**config.mk**
```make
export PLATFORM = sky130hd
export DESIGN_NAME = mmio_uart_tx
export DESIGN_NICKNAME = d
export VERILOG_FILES = /design/src/rtl/mmio_pkg.sv /design/src/rtl/uart_tx_fifo.sv /design/src/rtl/mmio_uart_tx.sv
export SDC_FILE = /design/constraint.sdc
export NUM_CORES = 1
export LEC_CHECK = 0
export ABC_AREA = 0
export ABC_CLOCK_PERIOD_IN_PS = 4430
export BUFFER_PORTS_ARGS = -buffer_cell sky130_fd_sc_hd__buf_4
export CAP_MARGIN = 20
export CORE_MARGIN = 2
export CORE_UTILIZATION = 25
export CTS_CLUSTER_DIAMETER = 120
export DETAILED_ROUTE_END_ITERATION = 10
export PLACE_DENSITY = 0.52
export SLEW_MARGIN = 20
export SYNTH_ARGS = -nofsm -noshare
export SYNTH_HDL_FRONTEND = slang
export SYNTH_SLANG_ARGS = --single-unit
```
**constraint.sdc**
```tcl
create_clock -name clk -period 4.43 [get_ports clk]
set_input_delay 0.886 -clock clk [delete_from_list [all_inputs] [get_ports clk]]
set_output_delay 0.886 -clock clk [all_outputs]
set_load 0.01 [all_outputs]
```
**src/rtl/mmio_pkg.sv**
```systemverilog
// Shared definitions for the memory-mapped UART transmitter: register map,
// STATUS bit positions and transmitter FSM encoding.
package mmio_pkg;

   localparam logic [1:0] OFF_TXDATA = 2'd0;
   localparam logic [1:0] OFF_STATUS = 2'd1;
   localparam logic [1:0] OFF_COUNT  = 2'd2;

   localparam int STAT_FULL  = 0;
   localparam int STAT_EMPTY = 1;
   localparam int STAT_OVF   = 2;

   typedef enum logic [1:0] {
      ST_IDLE  = 2'd0,
      ST_START = 2'd1,
      ST_DATA  = 2'd2,
      ST_STOP  = 2'd3
   } tx_state_t;

   function automatic logic [31:0] status_word(input logic ovf, input logic empty,
                                               input logic full);
      logic [31:0] w;
      w = '0;
      w[STAT_OVF]   = ovf;
      w[STAT_EMPTY] = empty;
      w[STAT_FULL]  = full;
      return w;
   endfunction

endpackage

```
**src/rtl/uart_tx_fifo.sv**
```systemverilog
// Byte FIFO feeding the UART transmitter. Pointers carry one extra wrap bit so
// full and empty are told apart without a separate occupancy counter.
module uart_tx_fifo #(
   parameter int DEPTH = 4,
   parameter int AW    = $clog2(DEPTH)
) (
   input  logic        clk,
   input  logic        reset,
   input  logic        push,
   input  logic        pop,
   input  logic [7:0]  din,
   output logic [7:0]  dout,
   output logic        full,
   output logic        empty,
   output logic [AW:0] count
);

   localparam int PW = AW + 1;

   logic [7:0]    mem [DEPTH];
   logic [AW:0]   wr_ptr;
   logic [AW:0]   rd_ptr;
   logic          do_push;
   logic          do_pop;

   assign empty = (wr_ptr == rd_ptr);
   assign full  = (wr_ptr[AW] != rd_ptr[AW]) && (wr_ptr[AW-1:0] == rd_ptr[AW-1:0]);
   assign count = wr_ptr - rd_ptr;
   assign dout  = mem[rd_ptr[AW-1:0]];

   // A push while full is still accepted when the head leaves in the same cycle.
   assign do_pop  = pop & ~empty;
   assign do_push = push & (~full | do_pop);

   always_ff @(posedge clk or posedge reset) begin
      if (reset) begin
         wr_ptr <= '0;
         rd_ptr <= '0;
      end else begin
         if (do_push) wr_ptr <= wr_ptr + PW'(1);
         if (do_pop)  rd_ptr <= rd_ptr + PW'(1);
      end
   end

   always_ff @(posedge clk) begin
      if (do_push) mem[wr_ptr[AW-1:0]] <= din;
   end

endmodule

```
**src/rtl/mmio_uart_tx.sv**
```systemverilog
// UART transmitter on the core data-memory port: register decode, overflow flag
// and an 8N1 serial FSM that drains the TX FIFO.
//
//   state    | meaning
//   ST_IDLE  | line high, waiting for a queued byte
//   ST_START | start bit (low) for one bit period
//   ST_DATA  | 8 data bits, LSB first
//   ST_STOP  | stop bit (high); chains straight into the next start bit if queued
module mmio_uart_tx
   import mmio_pkg::*;
#(
   parameter logic [31:0] BASE_ADDR    = 32'hFFFF_0000,
   parameter int          CLKS_PER_BIT = 16,
   parameter int          FIFO_DEPTH   = 4
) (
   input  logic        clk,
   input  logic        reset,
   input  logic        memwrite,
   input  logic [31:0] aluout,
   input  logic [31:0] writedata,
   output logic        sel,
   output logic [31:0] readdata,
   output logic        txd,
   output logic        busy
);

   localparam int             AW        = $clog2(FIFO_DEPTH);
   localparam int             CW        = $clog2(CLKS_PER_BIT);
   localparam logic [CW-1:0]  BAUD_LAST = CW'(CLKS_PER_BIT - 1);

   logic [1:0]    offset;
   logic          push;
   logic          pop;
   logic          ovf_set;
   logic          ovf_clr;
   logic          ovf;
   logic          fifo_full;
   logic          fifo_empty;
   logic [AW:0]   fifo_count;
   logic [7:0]    fifo_dout;
   tx_state_t     state;
   logic [CW-1:0] baud_cnt;
   logic          baud_wrap;
   logic [2:0]    bit_idx;
   logic [7:0]    shift;
   logic          unused_bits;

   assign sel    = (aluout[31:4] == BASE_ADDR[31:4]);
   assign offset = aluout[3:2];
   assign unused_bits = ^{aluout[1:0], writedata[31:8]};

   always_comb begin
      readdata = '0;
      if (sel) begin
         case (offset)
            OFF_STATUS: readdata = status_word(ovf, fifo_empty, fifo_full);
            OFF_COUNT:  readdata = {{(31 - AW){1'b0}}, fifo_count};
            default:    readdata = '0;
         endcase
      end
   end

   assign push      = memwrite & sel & (offset == OFF_TXDATA);
   assign baud_wrap = (baud_cnt == BAUD_LAST);
   assign pop       = ~fifo_empty &
                      ((state == ST_IDLE) | ((state == ST_STOP) & baud_wrap));
   assign ovf_set   = push & fifo_full & ~pop;
   assign ovf_clr   = memwrite & sel & (offset == OFF_STATUS) & writedata[STAT_OVF];
   assign busy      = (state != ST_IDLE) | ~fifo_empty;

   uart_tx_fifo #(
      .DEPTH (FIFO_DEPTH)
   ) u_fifo (
      .clk   (clk),
      .reset (reset),
      .push  (push),
      .pop   (pop),
      .din   (writedata[7:0]),
      .dout  (fifo_dout),
      .full  (fifo_full),
      .empty (fifo_empty),
      .count (fifo_count)
   );

   // Set takes priority so an overflow in the clearing cycle is not lost.
   always_ff @(posedge clk or posedge reset) begin
      if (reset)        ovf <= 1'b0;
      else if (ovf_set) ovf <= 1'b1;
      else if (ovf_clr) ovf <= 1'b0;
   end

   always_ff @(posedge clk or posedge reset) begin
      if (reset) begin
         state    <= ST_IDLE;
         txd      <= 1'b1;
         baud_cnt <= '0;
         bit_idx  <= '0;
         shift    <= '0;
      end else begin
         case (state)
            ST_IDLE: begin
               txd <= 1'b1;
               if (!fifo_empty) begin
                  state    <= ST_START;
                  shift    <= fifo_dout;
                  baud_cnt <= '0;
                  txd      <= 1'b0;
               end
            end
            ST_START: begin
               if (baud_wrap) begin
                  state    <= ST_DATA;
                  baud_cnt <= '0;
                  bit_idx  <= '0;
                  txd      <= shift[0];
               end else begin
                  baud_cnt <= baud_cnt + CW'(1);
               end
            end
            ST_DATA: begin
               if (baud_wrap) begin
                  baud_cnt <= '0;
                  if (bit_idx == 3'd7) begin
                     state <= ST_STOP;
                     txd   <= 1'b1;
                  end else begin
                     // Drive the next bit from the pre-shift value.
                     shift   <= {1'b0, shift[7:1]};
                     txd     <= shift[1];
                     bit_idx <= bit_idx + 3'd1;
                  end
               end else begin
                  baud_cnt <= baud_cnt + CW'(1);
               end
            end
            ST_STOP: begin
               if (baud_wrap) begin
                  baud_cnt <= '0;
                  if (!fifo_empty) begin
                     state <= ST_START;
                     shift <= fifo_dout;
                     txd   <= 1'b0;
                  end else begin
                     state <= ST_IDLE;
                  end
               end else begin
                  baud_cnt <= baud_cnt + CW'(1);
               end
            end
            default: begin
               state <= ST_IDLE;
               txd   <= 1'b1;
            end
         endcase
      end
   end

endmodule
```
Word level (Yosys, flattened, before mapping):

Memories as Yosys holds them, arrays and structs flattened.
Index checks and enable logic that the tools add are counted.

* bits in registers: 25
* memory bits (writable): 32
* input bits: 67
* logic and storage cells: 92
* memories: 1

Memory list
* u_fifo.mem: words 4, bits a word 8, rd ports 1, clocked after Yosys merged registers in 0, wr ports 1, RTL line uart_tx_fifo.sv:20 `logic [7:0] mem [DEPTH];`

* $add $sub $neg: 5
* equal/unequal tests: 18
* muxes and demuxes: 32
* bitwise gates (word level): 16
* reductions and logical operators: 12

Operators with widths (count)
* two-way mux 8 bit: 4
* equality test 28 bit, second input constant: 1
* one-hot mux 8 bit (3 select lines): 1
* != test 2 bit, second input constant: 7
* two-way mux 3 bit: 4
* one-hot mux 3 bit (2 select lines): 2
* AND reduction 4 bit: 3
* two-way mux 1 bit: 11
* bitwise AND 1 bit: 10
* two-way mux 2 bit: 5
* adder 3 x 1 -> 3 bit, second input constant: 3
* two-way mux 4 bit: 2
* one-hot mux 2 bit (4 select lines): 1
* one-hot mux 4 bit (2 select lines): 1
* equality test 2 bit, second input constant: 3
* nonzero test 2 bit: 3
* AND reduction 5 bit: 1
* adder 4 x 1 -> 4 bit, second input constant: 1
* equality test 2 x 1 -> 1 bit, second input constant: 2
* equality test 4 bit, second input constant: 1
* zero test 2 bit: 2
* one-hot mux 1 bit (4 select lines): 1
* equality test 3 bit: 1
* equality test 3 bit, second input constant: 1
* other kinds (8): 12

Logic depth before layout (Yosys ltp):

Gate-level depths: netlist of the first run.

* depth after elaboration: 9
* gate-level depth with buffers: 9
* mapped depth without buffers: 7

Cells and area by module:

Synthesis of the first run repeated with hierarchy kept, for this count alone.

* cells, all modules: 255
* area total of the unflattened synthesis: 3160.5 sq um

Modules (own cells, without submodules)
* uart_tx_fifo: instances 1, cells an instance 88, area each 1612.8 sq um, sequential area each 1111.1 sq um
* mmio_uart_tx: instances 1, cells an instance 167, area each 1547.7 sq um, sequential area each 476.7 sq um

Least setup slack after synthesis of the first run:

OpenSTA, ideal clock, no wires.

* kind: input to output
* from: input aluout[13]
* to: output readdata[0]
* arrival: 1.935 ns
* data required time: 3.544 ns
* path slack: 1.609 ns
* stages: 4
* path buffers: 0
* cell sequence: nor4b_1 > nand4_1 > nor2_1 > and3_1

* cells in the longest elaborated chain, start to end: 2

Ends and longest elaborated chain
* start: declaration: RTL line mmio_uart_tx.sv:19 `input logic [31:0] aluout,`
* equality test 28 bit: RTL line mmio_uart_tx.sv:48 `assign sel = (aluout[31:4] == BASE_ADDR[31:4]);`
* via sel: RTL line mmio_uart_tx.sv:21 `output logic sel,`
* two-way mux 3 bit: RTL line mmio_uart_tx.sv:54 `if (sel) begin`
* end: declaration: RTL line mmio_uart_tx.sv:22 `output logic [31:0] readdata,`

The timed path passes the listed nets, and every way through them passes these cells.

Final worst setup path of the first run:

* from: register u_fifo.rd_ptr[1]
* to: output busy

* cells in the longest elaborated chain, start to end: 3

Ends and longest elaborated chain
* start: declaration: RTL line uart_tx_fifo.sv:22 `logic [AW:0] rd_ptr;`
* start signal: assignment: RTL line uart_tx_fifo.sv:41 `if (do_pop) rd_ptr <= rd_ptr + PW'(1);`
* equality test 3 bit: RTL line uart_tx_fifo.sv:26 `assign empty = (wr_ptr == rd_ptr);`
* NOT 1 bit: RTL line mmio_uart_tx.sv:69 `assign busy = (state != ST_IDLE) | ~fifo_empty;`
* OR 1 bit: RTL line mmio_uart_tx.sv:69
* end: declaration: RTL line mmio_uart_tx.sv:24 `output logic busy`

No other way between the ends.

==> Flow_metrics.wiki, run 1 <==
{| class="wikitable"
! Metric !! Value
|-
| Total number of H-tree levels || 3
|-
| Clock tree sinks || 57
|-
| Total power density per cell area || between 300 and 400 nW/um^2
|-
| Starting Density || roughly 26%
|-
| Area of the die || 13500 um^2
|-
| Total overflow reported by the global router || 0
|-
| CTS Buffer Depth || 2
|-
| Detailed placer's ending HPWL || 4.25 mm
|-
| Most used flip-flop cell after synthesis || sky130_fd_sc_hd__edfxtp_1
|-
| Compound-gate portion of the synthesized area || 8.34%
|-
| Number of cells upsized or downsized after cts || 0
|-
| Post-detailed-routing wire length || 5.95 mm
|-
| Last weighted congestion value of the routability-driven placer || 0.775
|-
| Sum Neg Setup Slack || 0 ns
|-
| Largest fanout on the critical path || 12
|-
| Endpoint type of the worst setup path || output port
|-
| Hold bufs inserted after CTS || 0
|-
| Combined global-route utilization of all metal layers || 9.19%
|-
| Final Hold Viols || 0
|-
| Antenna diodes || 0
|-
| Postcts setup bufs || 0
|-
| MaxCap Viol Count || 0
|-
| Critical Path AT || 2.46 ns
|-
| Final Cycle Share || 75.6%
|-
| Post-synthesis cell type with the largest combined area || sky130_fd_sc_hd__edfxtp_1
|-
| Routed vias || between 2000 and 2500
|-
| Syn-to-layout area delta || 24.6%
|-
| Number of antenna violations at the first check in global routing || 0
|-
| Clk Latency, worst-skew pair || 0.32 ns
|-
| Combinational family with the most area after synthesis || multiplexers
|-
| Number of enable flip-flop cells after synthesis || 32
|-
| Via count of the first global-routing pass || 1958
|-
| I/O pin cnt || 102
|-
| Cell count after synthesis || about 240
|-
| Core area || around 12000 um^2
|-
| Transition time at the pin with the least slew margin || 0.737 ns
|-
| Routed Antenna Nets || 0
|-
| Synth area leaders || sky130_fd_sc_hd__edfxtp_1 31%, sky130_fd_sc_hd__dfrtp_1 19%, sky130_fd_sc_hd__ha_1 7.5%
|-
| Pin count of the biggest net entering global routing || 26
|-
| CP startpoint kind || flop
|-
| Post-layout minimum cycle time || 3.35 ns
|-
| Pleak || roughly 1.6 nW
|-
| Relative slew slack || 50.8%
|-
| Height of the die || around 120 um
|-
| Mean instance size in the synthesized netlist || around 13 um^2
|-
| Syn. warnings || 0
|-
| Layout Utilization || about a third
|-
| DRT Pass-1 Iters || 6
|-
| Via/cell ratio || 4.31
|-
| Global-route wire length before repair || 9.45 mm
|-
| Xor-xnor portion of the synthesized cell area || 1.91%
|-
| Worst hold-check path type || reg -> reg
|-
| Fraction of registers with async set/reset || 43.9%
|-
| Setup-violating endpoint count in the final report || 0
|-
| Number of placement rows || 40
|-
| Adder-cell share of the synthesized area || under 10%
|-
| Post-detailed-route DRC marker count || 0
|-
| # placed instances || 449
|-
| Data required time at the worst endpoint || 3.54 ns
|-
| Input/output buffers || 46
|-
| Worst hold margin || slightly above 0.5 ns
|-
| Count of fill cells added during filler insertion || 1204
|-
| Kind of critical path || reg -> out
|-
| Iteration-0 DRC count of the detailed router || 56
|-
| Cell area after synthesis || 3150 um^2
|-
| Max IR drop VDD || 0.000245 V
|-
| Simple logic cell fraction of the synthesized area || under 10%
|-
| Layout Skew || approximately 0.0062 ns
|-
| Run status || finished, final reports clean
|-
| Synthesis-stage register bit count || 57
|-
| Reg clk slew, reported paths || 0.05 ns
|-
| Area fraction of the dominant cell type after synthesis || 30.5%
|-
| Yosys cell types || between 50 and 60
|-
| Mux share of post-synthesis cell area || 12.1%
|-
| Clock tree from TritonCTS || built
|-
| Setup repair after global routing missed its margin || no
|-
| Proportion of synthesized chip area in sequential cells || 50.4%
|-
| Wirelength per Cell || 12.8 um
|-
| Horizontal die dimension || 116 um
|-
| Number of non-filler instances in the completed layout || 465
|-
| Root buf cell || sky130_fd_sc_hd__clkbuf_16
|-
| Maximum clock frequency || 299 MHz
|-
| Share of final-layout standard cells stronger than drive strength 1 || 32.7%
|-
| Max Slew Vio Count || 0
|-
| Clock buffer count from CTS || 9
|-
| Number of nets at the end of the flow || 379
|}
## metal layers
metal,wire length [um],vias up,GRT usage [%]
li1,-,941,-
met1,2730,988,11.2
met2,2900,71,15.3
met3,309,2,3.22
met4,12,0,3.10
met5,0,-,0
## placed cells by master (no fill, tap or decap), types with 2 or more instances in the layout
cell type	n
sky130_fd_sc_hd__a21oi_1	3
sky130_fd_sc_hd__mux2_2	16
sky130_fd_sc_hd__buf_4	47
sky130_fd_sc_hd__nor2_1	3
sky130_fd_sc_hd__xnor2_1	3
sky130_fd_sc_hd__clkbuf_16	9
sky130_fd_sc_hd__and3_1	5
sky130_fd_sc_hd__nand2_1	10
sky130_fd_sc_hd__o32ai_1	2
sky130_fd_sc_hd__inv_1	12
sky130_fd_sc_hd__and2_1	4
sky130_fd_sc_hd__nand3_1	6
sky130_fd_sc_hd__clkinv_4	2
sky130_fd_sc_hd__a21o_1	2
sky130_fd_sc_hd__a22o_1	5
sky130_fd_sc_hd__xor2_1	2
sky130_fd_sc_hd__edfxtp_1	32
sky130_fd_sc_hd__and4b_1	2
sky130_fd_sc_hd__bufinv_16	3
sky130_fd_sc_hd__a41o_1	2
sky130_fd_sc_hd__nor4_1	3
sky130_fd_sc_hd__conb_1	29
sky130_fd_sc_hd__mux4_2	8
sky130_fd_sc_hd__nand4_1	5
sky130_fd_sc_hd__nor4b_1	2
sky130_fd_sc_hd__o21ai_0	8
sky130_fd_sc_hd__dfrtp_1	24
sky130_fd_sc_hd__ha_1	19
## cell families after synthesis
kind of cell,Yosys count
AOI/OAI and AO/OA,33
xor gates and xnor gates,6
adders and majority gates,20
buffers and inverters,48
DFF,57
muxes,26
other,1
and+or+nand+nor,50
## flip-flops by register name (all words and copies together) (netlist names)
register and flops:
state 2, u_fifo.mem 32, bit_idx 3, txd 1, u_fifo.rd_ptr 3, shift 8, ovf 1, baud_cnt 4
u_fifo.wr_ptr 3
## synthesized netlist by cell type (2+ instances only)
master / instances
sky130_fd_sc_hd__nor2_1: 3
sky130_fd_sc_hd__a21o_1: 2
sky130_fd_sc_hd__and3_1: 5
sky130_fd_sc_hd__xor2_1: 2
sky130_fd_sc_hd__xnor2_1: 3
sky130_fd_sc_hd__mux4_2: 8
sky130_fd_sc_hd__buf_4: 31
sky130_fd_sc_hd__mux2_2: 16
sky130_fd_sc_hd__clkbuf_1: 2
sky130_fd_sc_hd__edfxtp_1: 32
sky130_fd_sc_hd__a21oi_1: 3
sky130_fd_sc_hd__nand3_1: 6
sky130_fd_sc_hd__inv_1: 13
sky130_fd_sc_hd__a41o_1: 2
sky130_fd_sc_hd__nor4b_1: 2
sky130_fd_sc_hd__dfrtp_1: 24
sky130_fd_sc_hd__a22o_1: 5
sky130_fd_sc_hd__and4b_1: 2
sky130_fd_sc_hd__nand4_1: 5
sky130_fd_sc_hd__o21ai_0: 8
sky130_fd_sc_hd__nand2_1: 10
sky130_fd_sc_hd__nor4_1: 3
sky130_fd_sc_hd__ha_1: 19
sky130_fd_sc_hd__and2_1: 4
sky130_fd_sc_hd__o32ai_1: 2
## report_power, final
part	switching [W]	internal, W	total (W)
logic	0.0000270	0.0000251	0.0000521
registers	0.00000000000150	0.000562	0.000562
clock network	0.000244	0.000566	0.000810
total	0.000271	0.00115	0.00142
## stage by stage
stage	setup WS, ns	cell area [um^2]	total power [W]
finish	1.08	3920	0.00142
global route	0.889	3920	0.00147
CTS	1.04	3920	0.00144
detailed placement	1.37	3570	0.000625
global placement	1.36	3570	0.000623
floorplan	1.61	3250	0.000610
## cell type report
| cell class | instances | area, um^2 | share of cell area, % |
|---|---|---|---|
| clock inverters | 6 | 115 | 2.93 |
| clock buffers | 10 | 239 | 6.09 |
| multi-input cells | 164 | 1370 | 34.9 |
| well taps | 168 | 210 | 5.36 |
| flip-flops and latches | 57 | 1590 | 40.5 |
| repair buffers | 47 | 353 | 9.00 |
| inverters | 13 | 48.8 | 1.24 |
## worst paths after layout
kind | from | end | slack [ns] | depth (start not counted)
worst max register to register | u_fifo.rd_ptr[0]$_DFFE_PP0P_ | shift[3]$_DFFE_PP0P_ | 1.85 | 5
worst max-delay path | u_fifo.rd_ptr[1]$_DFFE_PP0P_ | busy | 1.08 | 6
worst min register to register | shift[6]$_DFFE_PP0P_ | shift[6]$_DFFE_PP0P_ | 0.50 | 1
worst min-delay path | shift[6]$_DFFE_PP0P_ | shift[6]$_DFFE_PP0P_ | 0.50 | 1
min in group asynchronous | reset | u_fifo.rd_ptr[2]$_DFFE_PP0P_ | 0.62 | 2
max in group asynchronous | reset | shift[0]$_DFFE_PP0P_ | 3.43 | 2
## worst max-delay path, cell delays in order, from the launching register on
cell	delay, ns
sky130_fd_sc_hd__dfrtp_1	0.70
sky130_fd_sc_hd__inv_1	0.09
sky130_fd_sc_hd__ha_1	0.31
sky130_fd_sc_hd__and2_0	0.32
sky130_fd_sc_hd__and3_1	0.37
sky130_fd_sc_hd__inv_1	0.17
sky130_fd_sc_hd__buf_4	0.18
(Power assumes the default switching activity.)
==> inputs of run 2 (changes only) <==
ABC_CLOCK_PERIOD_IN_PS = 2800   (was 4430)
PLACE_DENSITY = 0.54   (was 0.52)
clock period = 2.8 ns   (was 4.43 ns; I/O delays follow)
==> Flow_metrics.wiki, run 2 (synthesis results as in run 1) <==
{| class="wikitable"
! Metric !! Value
|-
| Total overflow reported by the global router || 0 (unchanged)
|-
| Max Slew Vio Count || 0 (unchanged)
|-
| Commonest non-fill, non-tap cell in the layout || sky130_fd_sc_hd__buf_4 (unchanged)
|-
| Maximum clock frequency || 390 MHz
|-
| Core area || 12200 um^2 (unchanged)
|-
| Routed vias || 1997 (was 2002)
|-
| Layout Utilization || 32.2% (was 32.3%)
|-
| Data required time at the worst endpoint || 2.24 ns (was 3.54 ns)
|-
| Detailed placer's ending HPWL || 4.27 mm (was 4.25 mm)
|-
| Post-detailed-route DRC marker count || 0 (unchanged)
|-
| Starting Density || 25.9% (unchanged)
|-
| Last weighted congestion value of the routability-driven placer || 0.716 (was 0.775)
|-
| Run status || finished, final reports clean (unchanged)
|-
| Via/cell ratio || 4.26 (was 4.31)
|-
| Iteration-0 DRC count of the detailed router || 107 (was 56)
|-
| Number of placement rows || 40 (unchanged)
|-
| Max IR drop VDD || 0.000370 V (was 0.000245 V)
|-
| Final Cycle Share || about nine tenths
|-
| Total number of H-tree levels || 3 (unchanged)
|-
| Area of the die || 13500 um^2 (unchanged)
|-
| Global-route wire length before repair || 9.47 mm (was 9.45 mm)
|-
| Placement Setup Slack || 0.323 ns (was 1.37 ns)
|-
| Largest stage delay, worst path || 0.38 ns (was 0.70 ns)
|-
| Number of nets at the end of the flow || 383 (was 379)
|-
| Pleak || 1.64 nW (about the same)
|-
| Clk Latency, worst-skew pair || 0.33 ns (was 0.32 ns)
|-
| Final Hold Viols || 0 (unchanged)
|-
| Worst hold-check path type || in -> async (was reg -> reg)
|-
| Total power density per cell area || 535 nW/um^2 (was 363 nW/um^2)
|-
| Transition time at the pin with the least slew margin || 0.708 ns (was 0.737 ns)
|-
| Largest fanout on the critical path || 6 (was 12)
|-
| Syn-to-layout area delta || 24.2% (was 24.6%)
|-
| Critical Path AT || 2.01 ns (was 2.46 ns)
|-
| Combined global-route utilization of all metal layers || 9.03% (was 9.19%)
|-
| Cell-by-cell listing of the critical path || inv_1 -> ha_1 -> and2_1 -> nand2_1 -> o22ai_1 -> and3_1 -> buf_4 (was inv_1 -> ha_1 -> and2_0 -> and3_1 -> inv_1 -> buf_4)
|-
| Via count of the first global-routing pass || 1944 (was 1958)
|-
| Clock buffer count from CTS || 9 (unchanged)
|-
| Most used cells in the layout excluding fill and tap cells || 51 x sky130_fd_sc_hd__buf_4, 32 x sky130_fd_sc_hd__edfxtp_1, 29 x sky130_fd_sc_hd__conb_1 (was 47 x sky130_fd_sc_hd__buf_4, 32 x sky130_fd_sc_hd__edfxtp_1, 29 x sky130_fd_sc_hd__conb_1)
|-
| Worst-path cell with the longest stage delay || sky130_fd_sc_hd__dfrtp_1 (unchanged)
|-
| Antenna diodes || 0 (unchanged)
|-
| Input/output buffers || 46 (unchanged)
|-
| Height of the die || 116 um (unchanged)
|-
| Share of final-layout standard cells stronger than drive strength 1 || 33.6% (was 32.7%)
|-
| Post-layout minimum cycle time || 2.57 ns
|-
| Setup-violating endpoint count in the final report || 0 (unchanged)
|-
| Worst Reg2Reg Path Length in Cells || 5 (unchanged)
|-
| Root buf cell || sky130_fd_sc_hd__clkbuf_16 (unchanged)
|-
| Kind of critical path || reg -> out (unchanged)
|-
| Final total power || 0.00209 W (was 0.00142 W)
|-
| Layout Skew || 0.00576 ns (was 0.00625 ns)
|-
| Post-detailed-routing wire length || 5.75 mm (was 5.95 mm)
|-
| Wirelength per Cell || 12.3 um (was 12.8 um)
|-
| Number of flip-flops under the largest register name || 32 (unchanged)
|-
| Clock tree from TritonCTS || built (unchanged)
|-
| Relative slew slack || 52.8% (was 50.8%)
|-
| Clock tree sinks || 57 (unchanged)
|-
| Setup slack of the critical path after layout || 0.234 ns (was 1.08 ns)
|-
| DRT Pass-1 Iters || 4 (was 6)
|-
| Horizontal die dimension || 116 um (unchanged)
|-
| Sum Neg Setup Slack || 0 ns (unchanged)
|-
| Routed Antenna Nets || 0 (unchanged)
|-
| Number of antenna violations at the first check in global routing || 0 (unchanged)
|-
| Endpoint type of the worst setup path || output port (unchanged)
|-
| Pin count of the biggest net entering global routing || 26 (unchanged)
|-
| MaxCap Viol Count || 0 (unchanged)
|-
| I/O pin cnt || 102 (unchanged)
|-
| Postcts setup bufs || 0 (unchanged)
|-
| Setup repair after global routing missed its margin || no (unchanged)
|-
| CP startpoint kind || flop (unchanged)
|-
| CTS Buffer Depth || 2 (unchanged)
|-
| Reg clk slew, reported paths || 0.05 ns (about the same)
|}
==> run 2: critical path, delay by kind of cell (launching register included) <==
kind,cells,cell delay (ns)
buffers and inverters,2,0.22
flip-flops,1,0.38
AND/OR/NAND/NOR,3,0.59
AO/OA/AOI/OAI,1,0.17
adder cells (fa/ha/maj),1,0.32
==> run 2: worst paths after layout <==
check,end,from,slack [ns]
worst max-delay path,readdata[1],u_fifo.wr_ptr[0]$_DFFE_PP0N_,0.23
worst min-delay path,u_fifo.rd_ptr[2]$_DFFE_PP0P_,reset,0.30
worst max register to register,u_fifo.mem[0][2]$_DFFE_PP_,state[0]$_DFFE_PP0P_,0.46
worst min register to register,shift[5]$_DFFE_PP0P_,shift[5]$_DFFE_PP0P_,0.50
max in group asynchronous,txd$_DFFE_PP1P_,reset,2.20
min in group clk,u_fifo.mem[3][4]$_DFFE_PP_,writedata[4],0.43
==> run 2: final cells by class <==
class	instances	area (um^2)
inverters	13	48.8
clock buffers	9	225
multi-input cells	164	1370
well taps	168	210
fillers	1214	8250
repair buffers	51	383
clock inverters	7	85.1
flip-flops and latches	57	1590
==> run 2: where the power goes <==
| part | internal [W] | total (W) | switching, W |
|---|---|---|---|
| registers | 0.000888 | 0.000888 | 0.00000000000230 |
| clock network | 0.000706 | 0.00112 | 0.000412 |
| logic | 0.0000406 | 0.0000838 | 0.0000432 |
| total | 0.00163 | 0.00209 | 0.000456 |
==> run 2: what timing repair did <==
action,4_1_cts,5_1_grt
resized for setup,0,2
hold buffers,0,0
endpoints found under the setup margin,0,2
==> run 2: stage by stage <==
step | hold WS [ns] | cell area (um^2) | instances
floorplan | 0.464 | 3250 | 269
global placement | 0.485 | 3600 | 453
detailed placement | 0.496 | 3600 | 453
CTS | 0.305 | 3910 | 469
global route | 0.336 | 3910 | 469
finish | 0.299 | 3910 | 469
==> run 2: layer usage <==
layer / wire length [um] / track usage, % / vias up
met5: 0 / 0 / -
met2: 2810 / 14.9 / 68
li1: - / - / 955
met3: 267 / 2.23 / 5
met1: 2620 / 11.6 / 969
met4: 48 / 3.10 / 0
==> inputs of run 3 (changes only) <==
CORE_ASPECT_RATIO = 0.5   (was unset)
CTS_CLUSTER_SIZE = 40   (was unset)
PLACE_DENSITY = unset   (was 0.54)
==> Flow_metrics.wiki, run 3 (synthesis results as in run 1) <==
{| class="wikitable"
! Metric !! Value
|-
| Last weighted congestion value of the routability-driven placer || 0.750 (was 0.716)
|-
| Number of nets at the end of the flow || 382 (was 383)
|-
| Largest fanout on the critical path || 6 (unchanged)
|-
| Combined global-route utilization of all metal layers || 9.16% (was 9.03%)
|-
| Antenna diodes || 0 (unchanged)
|-
| Sum of met3 wire segment lengths after detailed routing || 217 um (was 267 um)
|-
| Highest layer used for signal routing || met4 (unchanged)
|-
| Layout Utilization || 32.0% (was 32.2%)
|-
| Iteration-0 DRC count of the detailed router || 117 (was 107)
|-
| Max IR drop VDD || 0.000308 V (was 0.000370 V)
|-
| Most used cells in the layout excluding fill and tap cells || 50 x sky130_fd_sc_hd__buf_4, 32 x sky130_fd_sc_hd__edfxtp_1, 29 x sky130_fd_sc_hd__conb_1 (was 51 x sky130_fd_sc_hd__buf_4, 32 x sky130_fd_sc_hd__edfxtp_1, 29 x sky130_fd_sc_hd__conb_1)
|-
| Reg clk slew, reported paths || 0.05 ns (about the same)
|-
| Pleak || 1.61 nW (was 1.64 nW)
|-
| Post-detailed-routing wire length || 5.90 mm (was 5.75 mm)
|-
| Setup-violating endpoint count in the final report || 0 (unchanged)
|-
| Starting Density || 26.1% (was 25.9%)
|-
| Relative slew slack || 54.7% (was 52.8%)
|-
| Horizontal die dimension || 163 um (was 116 um)
|-
| I/O pin cnt || 102 (unchanged)
|-
| Clk Latency, worst-skew pair || 0.32 ns (was 0.33 ns)
|-
| Clock buffer count from CTS || 9 (unchanged)
|-
| Routed Antenna Nets || 0 (unchanged)
|-
| Number of antenna violations at the first check in global routing || 0 (unchanged)
|-
| Detailed placer's ending HPWL || 4.33 mm (was 4.27 mm)
|-
| Final Cycle Share || 93.1% (was 91.6%)
|-
| Sum Neg Setup Slack || 0 ns (unchanged)
|-
| Share of final-layout standard cells stronger than drive strength 1 || 33.0% (was 33.6%)
|-
| Hold bufs inserted after CTS || 0 (unchanged)
|-
| Core area || 12100 um^2 (was 12200 um^2)
|-
| Total power density per cell area || 506 nW/um^2 (was 535 nW/um^2)
|-
| Register area || 1590 um^2 (unchanged)
|-
| Root buf cell || sky130_fd_sc_hd__clkbuf_16 (unchanged)
|-
| CTS Buffer Depth || 2 (unchanged)
|-
| Area after DPL || 3590 um^2 (was 3600 um^2)
|-
| Run status || finished, final reports clean (unchanged)
|-
| Multi-input gate area || 1370 um^2 (unchanged)
|-
| Final Hold Viols || 0 (unchanged)
|-
| Area of the die || 13600 um^2 (was 13500 um^2)
|-
| Post-detailed-route DRC marker count || 0 (unchanged)
|-
| Pin count of the biggest net entering global routing || 26 (unchanged)
|-
| Syn-to-layout area delta || 22.6% (was 24.2%)
|-
| Endpoint type of the worst setup path || output port (unchanged)
|-
| Commonest non-fill, non-tap cell in the layout || sky130_fd_sc_hd__buf_4 (unchanged)
|-
| Number of non-filler instances in the completed layout || 465 (was 469)
|-
| Setup repair after global routing missed its margin || no (unchanged)
|-
| DRT Pass-1 Iters || 4 (unchanged)
|-
| Routed vias || 1977 (was 1997)
|-
| Height of the die || 83.4 um (was 116 um)
|-
| # placed instances || 449 (was 453)
|-
| Worst hold-check path type || in -> async (unchanged)
|-
| Layout Skew || 0.00353 ns (was 0.00576 ns)
|-
| Clock tree from TritonCTS || built (unchanged)
|-
| Global-route wire length before repair || 9.86 mm (was 9.47 mm)
|-
| Post-route cell area || 3860 um^2 (was 3910 um^2)
|-
| Total overflow reported by the global router || 0 (unchanged)
|-
| Data required time at the worst endpoint || 2.24 ns (about the same)
|-
| Max Slew Vio Count || 0 (unchanged)
|-
| Number of flip-flops under the largest register name || 32 (unchanged)
|-
| Maximum clock frequency || 383 MHz (was 390 MHz)
|-
| Via/cell ratio || 4.25 (was 4.26)
|-
| Count of fill cells added during filler insertion || 1206 (was 1214)
|-
| Number of placement rows || 28 (was 40)
|-
| Transition time at the pin with the least slew margin || 0.679 ns (was 0.708 ns)
|-
| Input/output buffers || 46 (unchanged)
|-
| Via count of the first global-routing pass || 2004 (was 1944)
|-
| Critical Path AT || 2.05 ns (was 2.01 ns)
|-
| Wl on met1 || 2.69 mm (was 2.62 mm)
|-
| Clock tree sinks || 57 (unchanged)
|-
| Total number of H-tree levels || 3 (unchanged)
|-
| MaxCap Viol Count || 0 (unchanged)
|-
| Wirelength per Cell || 12.7 um (was 12.3 um)
|-
| Metal2 WL || 2.89 mm (was 2.81 mm)
|-
| CP startpoint kind || flop (unchanged)
|-
| Final total power || 0.00196 W (was 0.00209 W)
|-
| Kind of critical path || reg -> out (unchanged)
|-
| Post-layout minimum cycle time || 2.61 ns (was 2.57 ns)
|}
==> run 3: layout make-up <==
cell class / instances / share of cell area [%]
well taps: 165 / 5.35
repair buffers: 50 / 9.72
inverters: 13 / 1.26
multi-input cells: 164 / 35.5
clock buffers: 10 / 5.93
clock inverters: 6 / 1.17
flip-flops and latches: 57 / 41.1
==> run 3: repair_timing <==
item	in CTS	in global routing
setup endpoints to repair	0	2
resized for setup	0	2
buffers inserted	0	0
endpoints found under the hold margin	0	0
==> run 3: stage by stage <==
| step | hold slack, ns | worst slack (ns) |
|---|---|---|
| floorplan | 0.464 | 0.462 |
| global placement | 0.486 | 0.310 |
| detailed placement | 0.491 | 0.300 |
| CTS | 0.307 | 0.0635 |
| global route | 0.325 | 0.000696 |
| finish | 0.302 | 0.192 |
==> run 3: path summary, 6_finish.rpt <==
check | end | start | slack [ns] | depth (start not counted)
min reg2reg | shift[3]$_DFFE_PP0P_ | shift[3]$_DFFE_PP0P_ | 0.50 | 1
min | state[0]$_DFFE_PP0P_ | reset | 0.30 | 3
max | readdata[1] | u_fifo.wr_ptr[0]$_DFFE_PP0N_ | 0.19 | 7
max in group asynchronous | txd$_DFFE_PP1P_ | reset | 2.20 | 3
max reg2reg | u_fifo.mem[1][3]$_DFFE_PP_ | state[0]$_DFFE_PP0P_ | 0.41 | 5
min in group clk | u_fifo.mem[1][4]$_DFFE_PP_ | writedata[4] | 0.44 | 1
==> run 3: where the power goes <==
| part | total [W] | leakage (nW) | internal, W | switching [W] |
|---|---|---|---|---|
| Sequential | 0.000889 | 0.596 | 0.000889 | 0.00000000000222 |
| Combinational | 0.0000844 | 0.889 | 0.0000406 | 0.0000438 |
| Clock | 0.000982 | 0.125 | 0.000598 | 0.000383 |
==> run 3: worst max-delay path: stages (launching register included) <==
cell and delay [ns]:
sky130_fd_sc_hd__dfrtp_1 0.37, sky130_fd_sc_hd__inv_1 0.11, sky130_fd_sc_hd__ha_1 0.33, sky130_fd_sc_hd__and2_1 0.26, sky130_fd_sc_hd__nand2_1 0.18, sky130_fd_sc_hd__o22ai_1 0.19
sky130_fd_sc_hd__and3_1 0.18, sky130_fd_sc_hd__buf_4 0.11
==> run 3: layer usage <==
metal  vias to the layer above  GRT usage, %
li1                        951             -
met1                       974          11.3
met2                        42          15.1
met3                        10          2.55
met4                         0          3.86
met5                         -             0
